## src/rtl/dmem_responder.sv

```systemverilog
// dmem_responder: multi-cycle data-memory responder.
// Accepts one word request per valid/ready handshake, waits out a programmable
// number of wait states, performs the access and returns a one-cycle response.
//
// Handshake semantics: a request is accepted on a rising edge where
// req_valid && req_ready. req_ready is high only while idle. A request
// presented while busy is ignored, not queued, so the requester must keep
// req_valid high until it sees req_ready. resp_valid is a single-cycle strobe
// with no back-pressure. resp_rdata and resp_err are qualified by resp_valid
// and read as zero at all other times.
//
// Timing: a request accepted on edge N produces resp_valid in the cycle after
// edge N+WAIT_STATES+1. The WAIT state therefore lasts WAIT_STATES+1 cycles,
// which also covers WAIT_STATES=0. The next request can be accepted in the first
// IDLE cycle after RESP.
module dmem_responder #(
  parameter int unsigned DEPTH_WORDS = 64,
  parameter int unsigned WAIT_STATES = 2
) (
  input  logic        clk,
  input  logic        rst_n,
  input  logic        req_valid,
  output logic        req_ready,
  input  logic        req_we,
  input  logic [31:0] req_addr,
  input  logic [31:0] req_wdata,
  output logic        resp_valid,
  output logic [31:0] resp_rdata,
  output logic        resp_err,
  output logic        busy,
  output logic [1:0]  dbg_state
);

  localparam int unsigned AW = $clog2(DEPTH_WORDS);
  localparam logic [3:0] WAIT_CNT = 4'(WAIT_STATES);

  typedef enum logic [1:0] {
    ST_IDLE = 2'd0,
    ST_WAIT = 2'd1,
    ST_RESP = 2'd2
  } state_e;

  state_e      state_q, state_d;
  logic [3:0]  cnt_q, cnt_d;
  logic        we_q;
  logic [31:0] addr_q;
  logic [31:0] wdata_q;
  logic [31:0] rdata_q, rdata_d;
  logic        err_q, err_d;
  logic [31:0] mem_q [DEPTH_WORDS];

  logic          accept;
  logic          do_access;
  logic          addr_err;
  logic [AW-1:0] idx;

  assign accept   = req_valid && (state_q == ST_IDLE);
  assign idx      = addr_q[AW+1:2];
  assign addr_err = (addr_q[1:0] != 2'b00) || (addr_q[31:AW+2] != '0);

  // Next-state, wait counter and registered response data.
  always_comb begin
    state_d   = state_q;
    cnt_d     = cnt_q;
    rdata_d   = rdata_q;
    err_d     = err_q;
    do_access = 1'b0;
    case (state_q)
      ST_IDLE: begin
        if (req_valid) begin
          state_d = ST_WAIT;
          cnt_d   = WAIT_CNT;
        end
      end
      ST_WAIT: begin
        if (cnt_q == 4'd0) begin
          state_d   = ST_RESP;
          do_access = 1'b1;
          err_d     = addr_err;
          rdata_d   = (!we_q && !addr_err) ? mem_q[idx] : 32'd0;
        end else begin
          cnt_d = cnt_q - 4'd1;
        end
      end
      ST_RESP: begin
        state_d = ST_IDLE;
        rdata_d = 32'd0;
        err_d   = 1'b0;
      end
      default: begin
        state_d = ST_IDLE;
        cnt_d   = 4'd0;
        rdata_d = 32'd0;
        err_d   = 1'b0;
      end
    endcase
  end

  // State, counter and response registers; reset drops any in-flight request.
  always_ff @(posedge clk or negedge rst_n) begin
    if (!rst_n) begin
      state_q <= ST_IDLE;
      cnt_q   <= 4'd0;
      rdata_q <= 32'd0;
      err_q   <= 1'b0;
    end else begin
      state_q <= state_d;
      cnt_q   <= cnt_d;
      rdata_q <= rdata_d;
      err_q   <= err_d;
    end
  end

  // Latch the request at acceptance; inputs are ignored until the next one.
  always_ff @(posedge clk or negedge rst_n) begin
    if (!rst_n) begin
      we_q    <= 1'b0;
      addr_q  <= 32'd0;
      wdata_q <= 32'd0;
    end else if (accept) begin
      we_q    <= req_we;
      addr_q  <= req_addr;
      wdata_q <= req_wdata;
    end
  end

  // RAM write on the edge entering RESP; contents are not reset.
  always_ff @(posedge clk) begin
    if (do_access && we_q && !addr_err) begin
      mem_q[idx] <= wdata_q;
    end
  end

  assign req_ready  = (state_q == ST_IDLE);
  assign busy       = (state_q != ST_IDLE);
  assign resp_valid = (state_q == ST_RESP);
  assign resp_rdata = rdata_q;
  assign resp_err   = err_q;
  assign dbg_state  = state_q;

endmodule

```

## config.mk

```make
export PLATFORM = sky130hd
export DESIGN_NAME = dmem_responder
export DESIGN_NICKNAME = d
export VERILOG_FILES = /design/src/rtl/dmem_responder.sv
export SDC_FILE = /design/constraint.sdc
export NUM_CORES = 2
export LEC_CHECK = 0
export ABC_AREA = 1
export BUFFER_PORTS_ARGS = -buffer_cell sky130_fd_sc_hd__buf_2
export CELL_PAD_IN_SITES_DETAIL_PLACEMENT = 0
export CELL_PAD_IN_SITES_GLOBAL_PLACEMENT = 2
export CORE_AREA = 2 2 678 343
export CTS_CLUSTER_SIZE = 16
export DETAILED_ROUTE_END_ITERATION = 10
export DIE_AREA = 0 0 680 345
export HOLD_SLACK_MARGIN = 0.15
export PLACE_DENSITY = 0.81
export SLEW_MARGIN = 5
export SYNTH_ARGS = -nofsm -noshare
export SYNTH_HDL_FRONTEND = slang
export SYNTH_SLANG_ARGS = --single-unit
```

## constraint.sdc

```tcl
create_clock -name clk -period 3.1 [get_ports clk]
set_input_delay 0.465 -clock clk [delete_from_list [all_inputs] [get_ports clk]]
set_output_delay 0.465 -clock clk [all_outputs]
set_load 0.02 [all_outputs]
```

==> reports/metrics.cfg <==
[min_path]
worstHoldStart = req_addr[24]
min_path_cells = 3
hold_end = addr_q[24]$_DFFE_PN0P_
hp-class = input port to flop

[placed_design]
placed_area_mm2 = 0.0964
dp.cells = 11200
pre_cts_slack_ns = -0.562
dp.final_hpwl_um = 185000
io_buffer_count = 105
gp_congestion = 0.884

[global_routing]
grt_util_met2_pct = 33.8
grt_pass1_wl_um = 426000
grt_pass1_vias = 55900
grt_use_total_pct = 25.4
grtUsageMet3_pct = 7.63
grt-busiest-layer = met1
grt_max_degree = 87
grt_use_met1_pct = 40.6
overflow = 0
antenna_found_initial = 31

[logic_synthesis]
synthSimpleGateAreaFrac_pct = 19.9
yosysTopAreaCell = edfxtp_1
yosysSeqAreaShare_pct = 72.3
synthMuxAreaShare_pct = 0.750
synth_nets = 8127
ys_async_sr_fraction_pct = 4.83
synth-compound-area-share_pct = 1.86
synth_cells = 8057
synth-seq-cells = 2152
synthFlopType = edfxtp_1
synth_edf_count = 2048
ys_types = 30
synth.yosys.warnings = 0
syn_area_mm2 = 0.0886
synth_top_area_share_pct = 69.4
synth-xor-area-share_pct = 0.00988
synth_top_family_by_area = simple AND/OR/NAND/NOR gates
synthTopCellsByArea = edfxtp_1, nand2_1, nand3_1, dfrtp_1, inv_1
yosys.area_share.adder_pct = 0.0282
synth_commonest_cells = nand2_1, edfxtp_1, inv_1, nand3_1, nor2_1
avgSynthCellArea_um2 = 11.0
synth.most_common_cell = nand2_1

[critical_path]
critPathLaunchType = flop
worst_path_dominant_cell_family = simple AND/OR/NAND/NOR gates
required_ns = 3.89
path_cells = inv_16, buf_12, buf_4, buf_4, nand2_1, nand3_1, nand4_1, nand2_4, nand2_1, nor2_4, nand3_1, nand2_1
r2r-end = resp_rdata[18]$_DFFE_PN0P_
rr_startpoint = addr_q[2]$_DFFE_PN0P_
cp_common_cell = nand2_1
crit_slowest_cell = dfrtp_4
crit_fanout = 38
crit_type = flop to flop
path_buf_inv = 4
cpPeakStageDelay_ns = 0.54
r2r_slack_ns = 0.09
cp-startpoint = addr_q[2]$_DFFE_PN0P_
worstSetupEndpointType = flop
reg2regPathDepth = 12
critPathArrivalTime_ns = 3.81

[routing]
wirelength_um = 303000
vias_per_cell = 5.21
first_iter_violations = 9330
dr.pass1.iters = 6
avgRoutedWirePerCell_um = 26.1
ant_nets = 0
vias = 60500
drcViolationCount = 0

[die]
fp.dieW_um = 680
die_area_mm2 = 0.235
rows = 125
start_util_pct = 38.6
core_mm2 = 0.230
chipHeight_um = 345
ios = 106

[clocking]
cts_sinks = 2152
cts-root-buf = clkbuf_16
clockBufferDepth = 4
cts_buffers = 192
clk_pin_slew_ns = 0.07
cts-htree-levels = 4
tritoncts = built
clock_latency_ns = 0.86

[timing]
rsz0062_at_grt = yes
tns_ns = 0
fmax_mhz = 332
setup_viol = 0
hold_viol_final = 0
slew_headroom_pct = 26.5
period_share_pct = 97.1
whs_ns = 0.382
setup_ws_ns = 0.0890
tightest_slew_ns = 1.10
period_needed_ns = 3.01
fin_skew_ns = 0.0636
drv_slew = 0

[final_layout]
drive_gt1_share_pct = 11.2
flow.area_growth_from_synthesis_pct = 16.4
design_area_mm2 = 0.103
fin_nets = 8477
fin_cells = 11600

[run]
cap_violations = 0

[pwr]
p_per_area_mw_per_mm2 = 925
peakVddDrop_mv = 0.638
leakage_nw = 40.8

[outcome]
status = finished, final reports clean

[per-layer routing]
metal / vias up / part of all wire, %
li1: 27300 / -
met1: 29700 / 46
met2: 3200 / 39
met3: 308 / 13
met4: 2 / 1.6
met5: - / 0.0043
[layout make-up]
cell class                 instances  area [µm²]
antenna                            6        15.0
clock buffer                     253        5210
multi-input combinational       4808       20600
fill                           20900      126000
inverter                         693        2630
tap                             3048        3810
timing repair buffer             560        5950
sequential                      2152       64200
clock inverter                    81         806
[timing repair]
| action | 4_1_cts | 5_1_grt |
|---|---|---|
| gates resized for setup | 4 | 8 |
| setup endpoints to repair | 2 | 7 |
| endpoints found under the hold margin | 149 | 0 |
| buffers inserted | 0 | 0 |
| hold buffers | 69 | 0 |
| gates cloned | 0 | 0 |
[registers in the layout, summed over array words and instances, names as in the netlist]
| name | flops |
|---|---|
| addr_q | 32 |
| resp_err | 1 |
| we_q | 1 |
| dbg_state | 2 |
| cnt_q | 4 |
| mem_q | 2048 |
| wdata_q | 32 |
| resp_rdata | 32 |
[layout by cell type, fill, tap and decap left out, types with 7 or more instances in the layout]
cell type,n
nand2_1,3253
edfxtp_1,2048
inv_1,683
nand3_1,564
nor2_1,413
o21ai_0,245
buf_4,241
clkbuf_16,196
buf_12,147
buf_2,104
nand4_1,99
dfrtp_1,69
nor2_4,68
dlygate4sd3_1,68
mux2_2,59
clkbuf_1,48
a21oi_1,37
a31oi_1,29
clkinv_2,29
dfrtp_2,27
clkinv_1,26
bufinv_16,16
or2_2,9
clkbuf_8,9
dfrtp_4,8
clkinvlp_4,8
nor3_2,7
[cells by family after synthesis]
kind of cell | Yosys count
fa+ha+maj | 2
compound gates | 320
mux | 59
buf+inv | 1097
xor+xnor | 1
flops | 2152
simple gates | 4426
[worst register-to-register path, cell delays in order (launching register included)]
cell     delay [ns]
dfrtp_4        0.54
inv_16         0.23
buf_12         0.35
buf_4          0.41
buf_4          0.20
nand2_1        0.05
nand3_1        0.06
nand4_1        0.15
nand2_4        0.23
nand2_1        0.15
nor2_4         0.35
nand3_1        0.15
nand2_1        0.08
[report_power, final]
group	internal (mW)	switching (mW)	leakage [nW]
combinational	8.42	23.3	18.2
sequential	36.5	3.12	19.7
clock	13.1	10.9	2.93
[worst max path at each step]
stage / cells after the start / endpoint / slack (ns)
after CTS: 12 / resp_rdata[18]$_DFFE_PN0P_ / 0.08
after detailed placement: 12 / resp_rdata[18]$_DFFE_PN0P_ / -0.56
final: 12 / resp_rdata[18]$_DFFE_PN0P_ / 0.09
after floorplan: 8 / mem_q[0][0]$_DFFE_PP_ / -0.12
after global placement: 12 / resp_rdata[18]$_DFFE_PN0P_ / -0.61
after global routing: 12 / resp_rdata[18]$_DFFE_PN0P_ / -0.03
[metrics by stage]
| stage | util [%] | power [mW] |
|---|---|---|
| after floorplan | - | 54.5 |
| after global placement | 42.0 | 70.8 |
| after detailed placement | 42.0 | 71.0 |
| after CTS | 44.9 | 94.8 |
| after global routing | 44.9 | 99.0 |
| final | 44.9 | 95.4 |
No activity file was read; power rests on OpenSTA's default activity.
